File: src/rtl/irq_priority_sequencer.sv
// irq_priority_sequencer: 8259-style IRR/ISR priority resolver and two-pulse INTA sequencer.
// Priority runs upward from lowest_prio+1 with wrap-around; requests are fully nested under ISR.
module irq_priority_sequencer #(
    parameter int VECTOR_BASE_W = 5
) (
    input  logic                     clk,
    input  logic                     reset,
    input  logic                     init_clear,
    input  logic [7:0]               ir,
    input  logic                     level_triggered,
    input  logic [7:0]               int_mask,
    input  logic [VECTOR_BASE_W-1:0] vector_base,
    input  logic                     auto_eoi,
    input  logic                     int_ack_n,
    input  logic                     eoi_valid,
    input  logic [2:0]               eoi_cmd,
    input  logic [2:0]               eoi_level,
    output logic                     int_req,
    output logic [7:0]               data_out,
    output logic                     data_out_en,
    output logic [7:0]               irr,
    output logic [7:0]               isr
);
    typedef enum logic [1:0] {IDLE, ACK1, GAP, ACK2} state_t;

    state_t     r_state;
    logic [7:0] r_irr, r_isr, r_ir_prev, r_data_out;
    logic [2:0] r_lowest_prio, r_ack_level;
    logic       r_rotate_aeoi, r_spurious, r_int_req, r_data_out_en, r_ack_n_prev;

    // Returns {found, level} of the highest-priority set bit; smaller k wins.
    function automatic logic [3:0] f_highest(input logic [7:0] vec, input logic [2:0] lowest);
        logic [3:0] res;
        logic [2:0] lvl;
        res = 4'b0000;
        for (int k = 7; k >= 0; k--) begin
            lvl = lowest + 3'(k) + 3'd1;
            if (vec[lvl]) res = {1'b1, lvl};
        end
        return res;
    endfunction

    function automatic logic [2:0] f_rank(input logic [2:0] lvl, input logic [2:0] lowest);
        return lvl - lowest - 3'd1;
    endfunction

    logic       w_ack_fall, w_ack_rise, w_ack1_latch, w_ack2_exit, w_aeoi, w_req_cond;
    logic [3:0] w_cand, w_isr_top;
    logic [7:0] w_ack_set, w_eoi_clr, w_aeoi_clr, w_edge_set, w_vector;
    logic       w_prio_load;
    logic [2:0] w_eoi_prio;

    always_comb begin
        w_ack_fall   = r_ack_n_prev & ~int_ack_n;
        w_ack_rise   = ~r_ack_n_prev & int_ack_n;
        w_cand       = f_highest(r_irr & ~int_mask, r_lowest_prio);
        w_isr_top    = f_highest(r_isr, r_lowest_prio);
        w_req_cond   = w_cand[3] & (~w_isr_top[3] |
                       (f_rank(w_cand[2:0], r_lowest_prio) < f_rank(w_isr_top[2:0], r_lowest_prio)));
        w_ack1_latch = (r_state == IDLE) & w_ack_fall;
        w_ack2_exit  = (r_state == ACK2) & w_ack_rise;
        w_ack_set    = (w_ack1_latch & w_cand[3]) ? (8'd1 << w_cand[2:0]) : 8'd0;
        w_aeoi       = w_ack2_exit & auto_eoi & ~r_spurious;
        w_aeoi_clr   = w_aeoi ? (8'd1 << r_ack_level) : 8'd0;
        w_edge_set   = ir & ~r_ir_prev;
        w_vector     = 8'({vector_base, r_ack_level});

        // OCW2 decode; non-specific forms act on the current top ISR bit, if any.
        w_eoi_clr   = 8'd0;
        w_prio_load = 1'b0;
        w_eoi_prio  = eoi_level;
        if (eoi_valid) begin
            case (eoi_cmd)
                3'b001: if (w_isr_top[3]) w_eoi_clr = 8'd1 << w_isr_top[2:0];
                3'b011: w_eoi_clr = 8'd1 << eoi_level;
                3'b101: if (w_isr_top[3]) begin
                    w_eoi_clr   = 8'd1 << w_isr_top[2:0];
                    w_prio_load = 1'b1;
                    w_eoi_prio  = w_isr_top[2:0];
                end
                3'b111: begin
                    w_eoi_clr   = 8'd1 << eoi_level;
                    w_prio_load = 1'b1;
                end
                3'b110: w_prio_load = 1'b1;
                default: ;
            endcase
        end
    end

    always_ff @(posedge clk or posedge reset) begin
        if (reset) begin
            r_state       <= IDLE;
            r_irr         <= 8'd0;
            r_isr         <= 8'd0;
            r_ir_prev     <= 8'd0;
            r_data_out    <= 8'd0;
            r_data_out_en <= 1'b0;
            r_int_req     <= 1'b0;
            r_lowest_prio <= 3'd7;
            r_rotate_aeoi <= 1'b0;
            r_ack_level   <= 3'd0;
            r_spurious    <= 1'b0;
            r_ack_n_prev  <= 1'b1;
        end else begin
            r_ir_prev    <= ir;
            r_ack_n_prev <= int_ack_n;
            if (init_clear) begin
                r_state       <= IDLE;
                r_irr         <= 8'd0;
                r_isr         <= 8'd0;
                r_data_out_en <= 1'b0;
                r_int_req     <= 1'b0;
                r_lowest_prio <= 3'd7;
                r_rotate_aeoi <= 1'b0;
                r_ack_level   <= 3'd0;
                r_spurious    <= 1'b0;
            end else begin
                // A new edge on the bit being acknowledged survives the ACK1 clear.
                r_irr     <= level_triggered ? ir : (((r_irr & ~w_ack_set) | w_edge_set) & ir);
                r_isr     <= (r_isr & ~w_eoi_clr & ~w_aeoi_clr) | w_ack_set;
                r_int_req <= w_ack1_latch ? 1'b0 : w_req_cond;
                if (w_prio_load)
                    r_lowest_prio <= w_eoi_prio;
                else if (w_aeoi & r_rotate_aeoi)
                    r_lowest_prio <= r_ack_level;
                if (eoi_valid && eoi_cmd == 3'b100)
                    r_rotate_aeoi <= 1'b1;
                else if (eoi_valid && eoi_cmd == 3'b000)
                    r_rotate_aeoi <= 1'b0;
                case (r_state)
                    IDLE: if (w_ack_fall) begin
                        r_state     <= ACK1;
                        r_ack_level <= w_cand[3] ? w_cand[2:0] : 3'd7;
                        r_spurious  <= ~w_cand[3];
                    end
                    ACK1: if (w_ack_rise) r_state <= GAP;
                    GAP: if (w_ack_fall) begin
                        r_state       <= ACK2;
                        r_data_out    <= w_vector;
                        r_data_out_en <= 1'b1;
                    end
                    ACK2: if (w_ack2_exit) begin
                        r_state       <= IDLE;
                        r_data_out_en <= 1'b0;
                    end
                    default: r_state <= IDLE;
                endcase
            end
        end
    end

    assign int_req     = r_int_req;
    assign data_out    = r_data_out;
    assign data_out_en = r_data_out_en;
    assign irr         = r_irr;
    assign isr         = r_isr;
endmodule

File: config.mk
export PLATFORM = sky130hd
export DESIGN_NAME = irq_priority_sequencer
export DESIGN_NICKNAME = d
export VERILOG_FILES = /design/src/rtl/irq_priority_sequencer.sv
export SDC_FILE = /design/constraint.sdc
export NUM_CORES = 1
export LEC_CHECK = 0
export CORE_ASPECT_RATIO = 0.5
export CORE_UTILIZATION = 40
export DETAILED_ROUTE_END_ITERATION = 7
export MAX_ROUTING_LAYER = met4
export PLACE_DENSITY = 0.72
export SLEW_MARGIN = 10
export SYNTH_ARGS = -nofsm -noshare
export SYNTH_HDL_FRONTEND = slang
export SYNTH_SLANG_ARGS = --single-unit
File: constraint.sdc
create_clock -name clk -period 6.97 [get_ports clk]
set_input_delay 1.394 -clock clk [delete_from_list [all_inputs] [get_ports clk]]
set_output_delay 1.394 -clock clk [all_outputs]
set_load 0.05 [all_outputs]
==> results.sh, run 1 <==
export IMPL_outcome="finished, final reports clean"
export IMPL_syn_nets=509
export IMPL_cts_sinks=45
export IMPL_hp_class="reg -> reg"
export IMPL_wirelength_um=12540
export IMPL_dpl_cell_area_um2=5195
export IMPL_maxSlewHeadroom_pct=23.76
export IMPL_p_leak_nw=2.043
export IMPL_avgSynthCellArea_um2=9.828
export IMPL_dieArea_um2=11810
export IMPL_p_seq_share_pct=28.8
export IMPL_synth_area_um2=4541
export IMPL_drtIter0Drc=522
export IMPL_tns_ns=0
export IMPL_grt_pass1_vias=3762
export IMPL_max_slew_worst_pin_slew_ns=1.144
export IMPL_wire_per_inst_um=19.21
export IMPL_combPwrFrac_pct=47.6
export IMPL_cts_tree="built"
export IMPL_areaGrowthSynthToFinish_pct=18.30
export IMPL_reg2reg_depth=14
export IMPL_async_flop_share_pct=100.0
export IMPL_yosysWarnings=0
export IMPL_cts_hold_buf=0
export IMPL_crit_fanout=29
export IMPL_gr_total_overflow=0
export IMPL_worstPathRequired_ns=7.13
export IMPL_synth_area_leader_cell="dfrtp_1"
export IMPL_clock_latency_ns=0.29
export IMPL_period_needed_ns=5.547
export IMPL_io_pins=60
export IMPL_ant_nets=0
export IMPL_power_density_nw_per_um2=218.0
export IMPL_hold_viol=0
export IMPL_synth_top_area_share_pct=22.60
export IMPL_finalNonFillerCells=653
export IMPL_clockPowerShare_pct=23.6
export IMPL_p_int_mw=0.6981
export IMPL_antenna_found_initial=0
export IMPL_finalSetupViolations=0
export IMPL_rsz0062_at_grt="false"
export IMPL_core_um2=11010
export IMPL_clock_root_buffer="clkbuf_16"
export IMPL_drv_slew=0
export IMPL_critPathKind="reg -> reg"
export IMPL_synth_edf_count=0
export IMPL_dp_hpwl_um=9281
export IMPL_cts_clk_slew_worst_paths_ns=0.06
export IMPL_final_area_um2=5371
export IMPL_syn_inst=462
export IMPL_min_to="irr[6]"
export IMPL_dieHeight_um=77.34
export IMPL_power_mw=1.171
export IMPL_r2r_end="int_req"
export IMPL_min_from="r_ir_prev[6]"
export IMPL_skew_ns=0.003506
export IMPL_yosysSeqAreaShare_pct=24.91
export IMPL_place_inst=645
export IMPL_start_util_pct=41.23
export IMPL_ys_types=86
export IMPL_p_switching_mw=0.4727
export IMPL_hold_depth=1
export IMPL_std_cell_rows=27
export IMPL_post_cts_resized=0
export IMPL_grt_max_degree=47
export IMPL_r2r_slack_ns=1.42
export IMPL_cts_buffer_depth=2
export IMPL_vias=4106
export IMPL_port_buffers=59
export IMPL_synth_seq_cells=45
export IMPL_grt_pass1_wl_um=20250
export IMPL_cts_max_level=2
export IMPL_die_w_um=152.7
export IMPL_globalplace_congestion=0.9497
export IMPL_final_nets=554
export IMPL_drc_errors=0
export IMPL_swShare_pct=40.37
export IMPL_cts_setup_buffers=0
export IMPL_grt_usage_pct=22.08
export IMPL_via_per_inst=6.288
export IMPL_crit_arrival_ns=5.71
export IMPL_r2r_start="r_lowest_prio[1]"
export IMPL_startpoint_type="flop"
export IMPL_yosys_top_cells_area="dfrtp_1, mux4_2, mux2i_1"
export IMPL_irDropWorstVdd_mv=0.2099
export IMPL_drive_gt1_share_pct=16.73
export IMPL_cap_viol_max_count=0
export IMPL_diodes=0
export IMPL_endpoint_kind="flop"
export IMPL_max_freq_mhz=180.3
export IMPL_first_pass_iters=5
export IMPL_cts_buffers=5
export IMPL_layout_worst_path_cycle_share_pct=79.58
export IMPL_ys_flop_type="dfrtp_1"
-- stage by stage --
| step | util [%] | hold WS (ns) | worst slack (ns) |
|---|---|---|---|
| after floorplan | - | 0.4476 | 2.052 |
| after global placement | 47.17 | 0.4617 | 1.406 |
| after detailed placement | 47.17 | 0.4756 | 1.278 |
| after CTS | 48.77 | 0.4841 | 1.428 |
| after global routing | 48.77 | 0.5003 | 1.008 |
| final | 48.77 | 0.4784 | 1.423 |
-- placed cells by master (no fill, tap or decap), types with 10 or more instances in the layout --
cell type / n
mux2_2: 14
ha_1: 11
mux2i_1: 21
dfrtp_1: 41
o21ai_0: 21
nor2b_1: 10
clkdlybuf4s50_1: 59
mux4_2: 30
o311ai_0: 10
inv_1: 23
nor2_1: 34
a21oi_1: 24
nand2_1: 27
nand3_1: 11
nand2b_1: 17
-- routing by layer --
metal	share of wire [%]	wire [µm]	global-route usage [%]
met5	0	0	-
met4	0.95	119	4.141
met3	5.9	746	2.793
met2	46	5731	34.68
met1	47	5944	30.91
-- synthesized netlist by cell type (3+ instances only) --
library cell,instances
a21o_1,5
mux4_2,30
nand2b_1,17
inv_1,24
nor3b_1,5
and2_1,4
nand2_1,27
a41oi_1,8
nor2b_1,10
dfrtp_1,41
a31oi_1,3
nor4b_1,4
a211oi_1,3
clkbuf_1,14
nand3b_1,6
nor2_1,34
o21ai_0,21
a32o_1,5
nor3_1,7
a21oi_1,24
mux2_2,14
buf_2,3
o311ai_0,10
xnor2_1,6
ha_1,11
nor4_1,3
or3_1,3
nand3_1,11
o2111ai_1,5
dfstp_2,4
mux2i_1,21
buf_4,4
-- sequential cells by signal, summed over array words and instances, names as in the netlist, 2 cells and up --
name / flops
data_out: 8
irr: 8
isr: 8
r_ack_level: 3
r_ir_prev: 8
r_lowest_prio: 3
r_state: 2
-- power groups by stage --
stage | clock network (mW) | logic, mW | registers, mW
2_1_floorplan | 0 | 0.344 | 0.396
3_3_place_gp | 0 | 0.546 | 0.339
3_5_place_dp | 0 | 0.554 | 0.341
4_1_cts | 0.281 | 0.556 | 0.337
5_1_grt | 0.291 | 0.602 | 0.342
6_report | 0.276 | 0.557 | 0.337
-- worst max-delay path, stage by stage (launching register included) --
cell	delay [ns]
dfstp_2	0.53
inv_1	0.17
ha_1	1.12
mux4_2	0.70
mux2i_1	0.33
nand2_1	0.16
a21oi_1	0.15
o21ai_0	0.11
a211oi_2	0.65
fa_1	0.53
inv_1	0.06
ha_1	0.21
a21o_1	0.16
a21o_1	0.16
a2111oi_0	0.37
-- worst max-delay path by stage --
stage                           from      end  slack (ns)
global placement         int_mask[4]  int_req        1.41
global route        r_lowest_prio[1]  int_req        1.01
CTS                 r_lowest_prio[1]  int_req        1.43
floorplan                int_mask[2]  int_req        2.05
detailed placement       int_mask[0]  int_req        1.28
finish              r_lowest_prio[1]  int_req        1.42
-- cell type report --
| class | count | area, µm² |
|---|---|---|
| fillers | 1010 | 5642 |
| multi-input cells | 365 | 3158 |
| flip-flops and latches | 45 | 1131 |
| repair buffers | 63 | 620.6 |
| well taps | 145 | 181.4 |
| clock buffers | 6 | 138.9 |
| inverters | 27 | 103.9 |
| clock inverters | 2 | 37.54 |
-- cells by family (layout without fill, tap and decap cells) --
family | after synthesis | after routing | synth area share (%)
flops | 45 | 45 | 24.91
fa+ha+maj | 13 | 13 | 3.913
buf+inv | 52 | 98 | 5.539
simple gates | 150 | 150 | 18.57
xor+xnor | 10 | 10 | 2.397
compound gates | 124 | 124 | 20.80
mux | 68 | 68 | 23.86
(Power assumes the default switching activity.)
==> inputs of run 2 (changes only) <==
PLACE_DENSITY = 0.74   (was 0.72)
clock period = 4.7 ns   (was 6.97 ns; I/O delays follow)
==> run 2 against run 1 <==
Against the previous run:
- first-iteration DRC count increased by 9.8%
- largest cell class unchanged
- count of clock-buffer cells in the layout unchanged
- flip-flop and latch count is the same
==> results.sh, run 2 (synthesized netlist as in run 1, its figures left out) <==
export IMPL_crit_fanout=6
export IMPL_hold_slack_ns=0.4809
export IMPL_wirelength_um=13340
export IMPL_final_common_cell="clkdlybuf4s50_1"
export IMPL_core_um2=11010
export IMPL_ant_nets=0
export IMPL_port_buffers=59
export IMPL_drc_errors=0
export IMPL_max_slew_worst_pin_slew_ns=0.9124
export IMPL_grt_pass1_vias=4182
export IMPL_drive_gt1_share_pct=26.94
export IMPL_diodes=0
export IMPL_p_leak_nw=2.331
export IMPL_crit_arrival_ns=4.76
export IMPL_critPathKind="in -> reg"
export IMPL_globalplace_congestion=0.9485
export IMPL_power_density_nw_per_um2=304.4
export IMPL_outcome="finished, final reports clean"
export IMPL_skew_ns=0.006624
export IMPL_vias=4422
export IMPL_layout_worst_path_cycle_share_pct=97.56
export IMPL_cp_common_cell="ha_1"
export IMPL_final_seq_area_um2=1131
export IMPL_via_per_inst=6.335
export IMPL_wire_per_inst_um=19.11
export IMPL_cts_max_level=2
export IMPL_grt_max_degree=47
export IMPL_max_freq_mhz=218.1
export IMPL_grt_usage_pct=23.10
export IMPL_worst_path_buf_inv=3
export IMPL_antenna_found_initial=0
export IMPL_cap_viol_max_count=0
export IMPL_finalNonFillerCells=698
export IMPL_std_cell_rows=27
export IMPL_drtIter0Drc=573
export IMPL_cpLargestDelayFamily="compound AO/OA/AOI/OAI gates"
export IMPL_dieArea_um2=11810
export IMPL_die_w_um=152.7
export IMPL_hold_viol=0
export IMPL_endpoint_kind="flop"
export IMPL_gr_total_overflow=0
export IMPL_start_util_pct=41.23
export IMPL_dp_hpwl_um=9715
export IMPL_clock_root_buffer="clkbuf_16"
export IMPL_crit_path_top_delay_cell="clkdlybuf4s50_1"
export IMPL_clock_latency_ns=0.28
export IMPL_areaGrowthSynthToFinish_pct=28.60
export IMPL_cts_hold_buf=0
export IMPL_drv_slew=0
export IMPL_irDropWorstVdd_mv=0.2913
export IMPL_cts_sinks=45
export IMPL_final_nets=599
export IMPL_finalSetupViolations=0
export IMPL_crit_chain="clkdlybuf4s50_1 > nor2b_1 > buf_4 > mux4_2 > mux2_4 > o21a_1 > o2111a_1 > a211oi_4 > inv_2 > ha_1 > fa_2 > xnor2_2 > xnor2_1 > ha_1 > a21o_1 > a2111oi_2"
export IMPL_multiInputGateArea_um2=3283
export IMPL_io_pins=60
export IMPL_hp_class="reg -> reg"
export IMPL_grt_pass1_wl_um=21370
export IMPL_slowest_delay_ns=0.52
export IMPL_first_pass_iters=5
export IMPL_final_util_pct=53.02
export IMPL_n_fill_cell=981
export IMPL_worstPathRequired_ns=4.88
export IMPL_cts_buffers=5
export IMPL_cts_clk_slew_worst_paths_ns=0.06
export IMPL_startpoint_type="input port"
export IMPL_mostFrequentLayoutCells="clkdlybuf4s50_1, buf_4, dfrtp_1"
export IMPL_dieHeight_um=77.34
export IMPL_period_needed_ns=4.585
export IMPL_maxSlewHeadroom_pct=39.09
export IMPL_cts_buffer_depth=2
export IMPL_cts_tree="built"
export IMPL_place_inst=688
run 2: changes by cell type in the layout (fill, tap and decap cells not counted), sizes merged:
cell	before	now
buf	4	48
clkinv	0	2
bufinv	1	0
clkbuf	6	7
clkinvlp	1	0
run 2: per-stage QoR:
| stage | TNS (ns) | worst slack, ns | area [µm²] | total power [mW] |
|---|---|---|---|---|
| CTS | 0 | 0.005363 | 5702 | 1.742 |
| finish | 0 | 0.1148 | 5839 | 1.778 |
| detailed placement | -0.2739 | -0.2739 | 5563 | 1.405 |
| global placement | -0.1385 | -0.1385 | 5563 | 1.390 |
| floorplan | 0 | 0.005280 | 4576 | 1.103 |
| global route | -0.03975 | -0.03975 | 5839 | 1.878 |
run 2: final cells by class:
class                      count  share of cell area (%)
clock buffer                   6                   2.207
inverter                      27                   1.778
clock inverter                 2                  0.1714
tap                          145                   3.107
sequential                    45                   19.37
timing repair buffer         108                   17.14
multi-input combinational    365                   56.22
run 2: repair_timing:
action                                  4_1_cts  5_1_grt
gates resized for setup                       0       24
endpoints found under the hold margin         0        0
endpoints found under the setup margin        0        1
setup buffers                                 0        1
run 2: path summary, 6_finish.rpt:
| path | from | endpoint | slack [ns] | cells after the start |
|---|---|---|---|---|
| worst min-delay path | r_ir_prev[6] | irr[6] | 0.48 | 1 |
| max in group asynchronous | reset | isr[0] | 2.95 | 2 |
| min in group asynchronous | reset | irr[1] | 1.18 | 2 |
| worst min register to register | r_ir_prev[6] | irr[6] | 0.48 | 1 |
| worst max-delay path | int_mask[3] | int_req | 0.11 | 16 |
| worst max register to register | r_lowest_prio[1] | int_req | 0.19 | 16 |
run 2: worst reg2reg max path: cells and delay by family (launching register included):
kind	cells	cell delay (ns)
AO/OA/AOI/OAI	5	1.14
adder cells (fa/ha/maj)	4	1.09
multiplexers	2	0.69
XOR/XNOR	3	0.63
flip-flops	1	0.53
buffers and inverters	2	0.33
run 2: per-layer routing:
layer / wire [µm] / share of wire (%) / vias up / track usage, %
met3: 1161 / 8.7 / 26 / 3.911
met1: 5900 / 44 / 2174 / 32.18
met2: 6051 / 45 / 241 / 35.00
li1: - / - / 1981 / -
met5: 0 / 0 / - / -
met4: 230 / 1.7 / 0 / 5.758
run 2: report_power, final:
group          leakage, nW  switching [mW]  internal, mW
registers            0.581          0.0617         0.439
logic                 1.68           0.530         0.413
clock network       0.0706           0.139         0.195
total                 2.33           0.731          1.05
==> inputs of run 3 (changes only) <==
MAX_ROUTING_LAYER = default   (was met4)
==> run 3 against run 2 <==
Against the previous run:
- critical path depth down 3
- die area unchanged
- flip-flop and latch count unchanged
- clock skew hardly changed
- cell count is 0.57% lower
- final area fell by 0.86%
- largest cell class unchanged
==> results.sh, run 3 (synthesized netlist as in run 1, its figures left out) <==
export IMPL_cts_tree="built"
export IMPL_globalplace_congestion=0.9182
export IMPL_outcome="finished, final reports clean"
export IMPL_final_nets=595
export IMPL_endpoint_kind="flop"
export IMPL_finalSetupViolations=0
export IMPL_drv_slew=0
export IMPL_reg2reg_depth=14
export IMPL_critPathKind="in -> reg"
export IMPL_min_to="irr[0]"
export IMPL_r2r_start="r_lowest_prio[0]"
export IMPL_io_pins=60
export IMPL_r2r_slack_ns=0.18
export IMPL_via_per_inst=6.232
export IMPL_dieArea_um2=11810
export IMPL_cts_hold_buf=0
export IMPL_hold_viol=0
export IMPL_r2r_end="int_req"
export IMPL_core_um2=11010
export IMPL_first_pass_iters=5
export IMPL_clock_root_buffer="clkbuf_16"
export IMPL_diodes=0
export IMPL_cts_sinks=45
export IMPL_period_needed_ns=4.577
export IMPL_crit_arrival_ns=4.76
export IMPL_clock_latency_ns=0.29
export IMPL_wire_per_inst_um=19.01
export IMPL_min_from="r_ir_prev[0]"
export IMPL_ant_nets=0
export IMPL_crit_fanout=5
export IMPL_skew_ns=0.007006
export IMPL_die_w_um=152.7
export IMPL_power_mw=1.786
export IMPL_areaGrowthSynthToFinish_pct=27.50
export IMPL_max_slew_worst_pin_slew_ns=0.9297
export IMPL_drive_gt1_share_pct=26.23
export IMPL_grt_pass1_vias=4140
export IMPL_startpoint_type="input port"
export IMPL_drc_errors=0
export IMPL_cap_viol_max_count=0
export IMPL_grt_usage_pct=22.36
export IMPL_place_inst=686
export IMPL_rsz0062_at_grt="false"
export IMPL_grt_max_degree=46
export IMPL_hold_slack_ns=0.4868
export IMPL_power_density_nw_per_um2=308.5
export IMPL_cts_buffers=5
export IMPL_grt_pass1_wl_um=21290
export IMPL_port_buffers=59
export IMPL_dieHeight_um=77.34
export IMPL_hp_class="reg -> reg"
export IMPL_layout_worst_path_cycle_share_pct=97.39
export IMPL_finalNonFillerCells=694
export IMPL_hold_depth=1
export IMPL_dp_hpwl_um=9898
export IMPL_maxSlewHeadroom_pct=37.93
export IMPL_cts_max_level=2
export IMPL_final_common_cell="clkdlybuf4s50_1"
export IMPL_cts_clk_slew_worst_paths_ns=0.07
export IMPL_p_leak_nw=2.300
export IMPL_worstPathRequired_ns=4.88
export IMPL_start_util_pct=41.23
export IMPL_std_cell_rows=27
export IMPL_max_freq_mhz=218.5
export IMPL_crit_start="int_mask[6]"
export IMPL_mostFrequentLayoutCells="clkdlybuf4s50_1, buf_4, dfrtp_1"
export IMPL_irDropWorstVdd_mv=0.2720
export IMPL_cts_buffer_depth=2
export IMPL_vias=4325
export IMPL_antenna_found_initial=0
export IMPL_wirelength_um=13190
export IMPL_gr_total_overflow=0
export IMPL_drtIter0Drc=441
## run 3: where the power goes
part	internal [mW]	switching [mW]	total, mW
combinational	0.407	0.537	0.944
clock	0.195	0.147	0.342
sequential	0.439	0.0620	0.501
## run 3: how the worst max path moves through the flow
stage,end,slack (ns),cells after the start
after detailed placement,int_req,-0.24,15
after global placement,int_req,-0.10,13
after global routing,int_req,0.01,16
final,int_req,0.12,13
after CTS,int_req,0.02,15
after floorplan,int_req,0.005,16
## run 3: final cells by class
cell class              instances  area, µm²
multi-input cells             365       3287
inverters                      27      103.9
flip-flops and latches         45       1131
clock buffers                   5      125.1
well taps                     145      181.4
fillers                       975       5224
repair buffers                104      943.4
clock inverters                 3      17.52
## run 3: layer usage
layer	part of all wire, %	vias to the layer above	track usage [%]
li1	-	1963	-
met1	43	2083	31.23
met2	46	251	36.79
met3	9.8	28	3.575
met4	1.5	0	4.545
met5	0	-	0
## run 3: metrics by stage
stage	utilization, %	instance area [µm²]	setup slack [ns]	TNS (ns)
floorplan	-	4576	0.005280	0
global placement	50.26	5535	-0.1028	-0.1028
detailed placement	50.26	5535	-0.2353	-0.2353
CTS	51.57	5679	0.02079	0
global route	52.57	5789	0.01216	0
finish	52.57	5789	0.1228	0
## run 3: what timing repair did
action	in CTS	in global routing
cloned	0	0
setup endpoints to repair	1	1
setup buffers	0	0
pin swaps	0	4
resized for setup	1	22
## run 3: critical path: stages
cell	delay, ns
clkdlybuf4s50_1	0.46
nand2b_4	0.18
mux4_2	0.47
mux2_4	0.30
and2_0	0.15
or4_1	0.52
a31o_2	0.28
inv_4	0.06
fa_2	0.43
ha_1	0.30
a21o_1	0.16
a21o_1	0.20
a2111oi_4	0.28
==> edit (settings of run 2) <==
Re-encode `state_t` (4 states) as one-hot, 4 bits wide.
--- a/src/rtl/irq_priority_sequencer.sv
+++ b/src/rtl/irq_priority_sequencer.sv
@@ -22,5 +22,5 @@
     output logic [7:0]               isr
 );
-    typedef enum logic [1:0] {IDLE, ACK1, GAP, ACK2} state_t;
+    typedef enum logic [3:0] {IDLE = 4'b0001, ACK1 = 4'b0010, GAP = 4'b0100, ACK2 = 4'b1000} state_t;
 
     state_t     r_state;
Behaviour: no difference found for any inputs over 4 cycles, from zero or initial values and one cycle with reset high; so few cycles prove little.
==> edit against run 2 <==
Global-route usage fell by 0.67 points. Sequential power rose by 6.2%. Power fell by 14%. Routed wire length fell by 11%. Area after synthesis fell by 5.9%. Setup slack improved by 0.12 ns. Sequential cell count rose by 2. Hold slack got worse by 0.050 ns. Cell count fell by 7.2%. Largest power group unchanged. Final area fell by 11%.
==> edit: results (changes against run 2) <==
M1 GR Usage = 30.4% (-1.7 points)
Fillers = 973 (-0.82%)
Worst hold slack = 0.431 ns (-0.0499 ns)
First DRT Iteration DRCs = 524 (-8.6%)
Post-synth top cells = dfrtp_1 (42), nand2_1 (34), nor2_1 (30)
Vias in the first global route = 3785 (-9.5%)
Count of pins over their slew limit = 0 (unchanged)
Routed WL = 11900 um (-11%)
Slowest cell on the critical path = dfstp_2
Vias = 4022 (-9.0%)
Hpwl dp = 8730 um (-10%)
Gpl congestion = 0.948 (about the same)
Crit-path leading delay family = multiplexers
DR pass1 iterations = 4 (-1)
Root Buffer = clkbuf_16
Overall Global Routing Usage = 22.4% (-0.67 points)
Layout cells sized above 1 = 15.4% (-12 points)
Status = finished clean
Grt met3 use = 2.48% (-1.4 points)
Slew of the pin with the lowest slew margin = 0.962 ns (+0.0492 ns)
Cell variety after synth = 69 (-20%)
Syn nets = 494 (-2.9%)
Leak = 2.05 nW (-12%)
Met2 Usage GRT = 35.7% (+0.68 points)
Top post-synthesis cells by area = dfrtp_1 (25%), mux4_2 (13%), mux2i_1 (4.9%)
Hold path endpoint = irr[0]
Seq/Total Area, Yosys = 27.7% (+2.8 points)
TritonCTS buffer count = 5 (unchanged)
Crit-path max FO = 27 (+21)
First-pass GRT wire length = 18900 um (-11%)
edit: stage by stage:
step           std cells  setup WS [ns]  cell area (sq um)  power, mW
2_1_floorplan        452          0.172               4270      0.972
3_3_place_gp         639          0.195               5020       1.16
3_5_place_dp         639         0.0915               5020       1.17
4_1_cts              647          0.125               5160       1.52
5_1_grt              648       -0.00270               5170       1.61
6_report             648          0.234               5170       1.53
edit: cell type report:
type                            instances  area (sq um)  area share, %
Clock buffer                            5           125           2.42
Clock inverter                          3          20.0          0.387
Inverter                               24          90.1           1.74
Multi-Input combinational cell        357          2880           55.6
Sequential cell                        47          1180           22.9
Tap cell                              140           175           3.39
Timing Repair Buffer                   72           701           13.5
edit: logic make-up after synthesis:
family / count (synthesis) / synth area share (%)
mux: 72 / 25.3
simple gates: 146 / 17.3
flops: 47 / 27.7
buf+inv: 48 / 5.01
compound gates: 123 / 20.3
xor+xnor: 8 / 1.82
fa+ha+maj: 8 / 2.69
edit: worst max-delay path by stage:
stage | startpoint | depth (start not counted) | endpoint
6_report | r_lowest_prio[1] | 16 | int_req
5_1_grt | r_lowest_prio[1] | 16 | int_req
4_1_cts | r_lowest_prio[1] | 16 | int_req
3_5_place_dp | int_mask[2] | 13 | int_req
3_3_place_gp | int_mask[2] | 13 | int_req
2_1_floorplan | r_lowest_prio[1] | 17 | int_req
edit: power by group:
group          internal, mW  switching, mW
Combinational         0.274          0.374
Clock                 0.196          0.151
Sequential            0.453         0.0784
edit: metal layers:
metal | vias up | wire (um) | share of wire [%]
li1 | 1840 | - | -
met1 | 1977 | 5530 | 46
met2 | 175 | 5480 | 46
met3 | 30 | 657 | 5.5
met4 | 0 | 235 | 2.0
met5 | - | 0 | 0
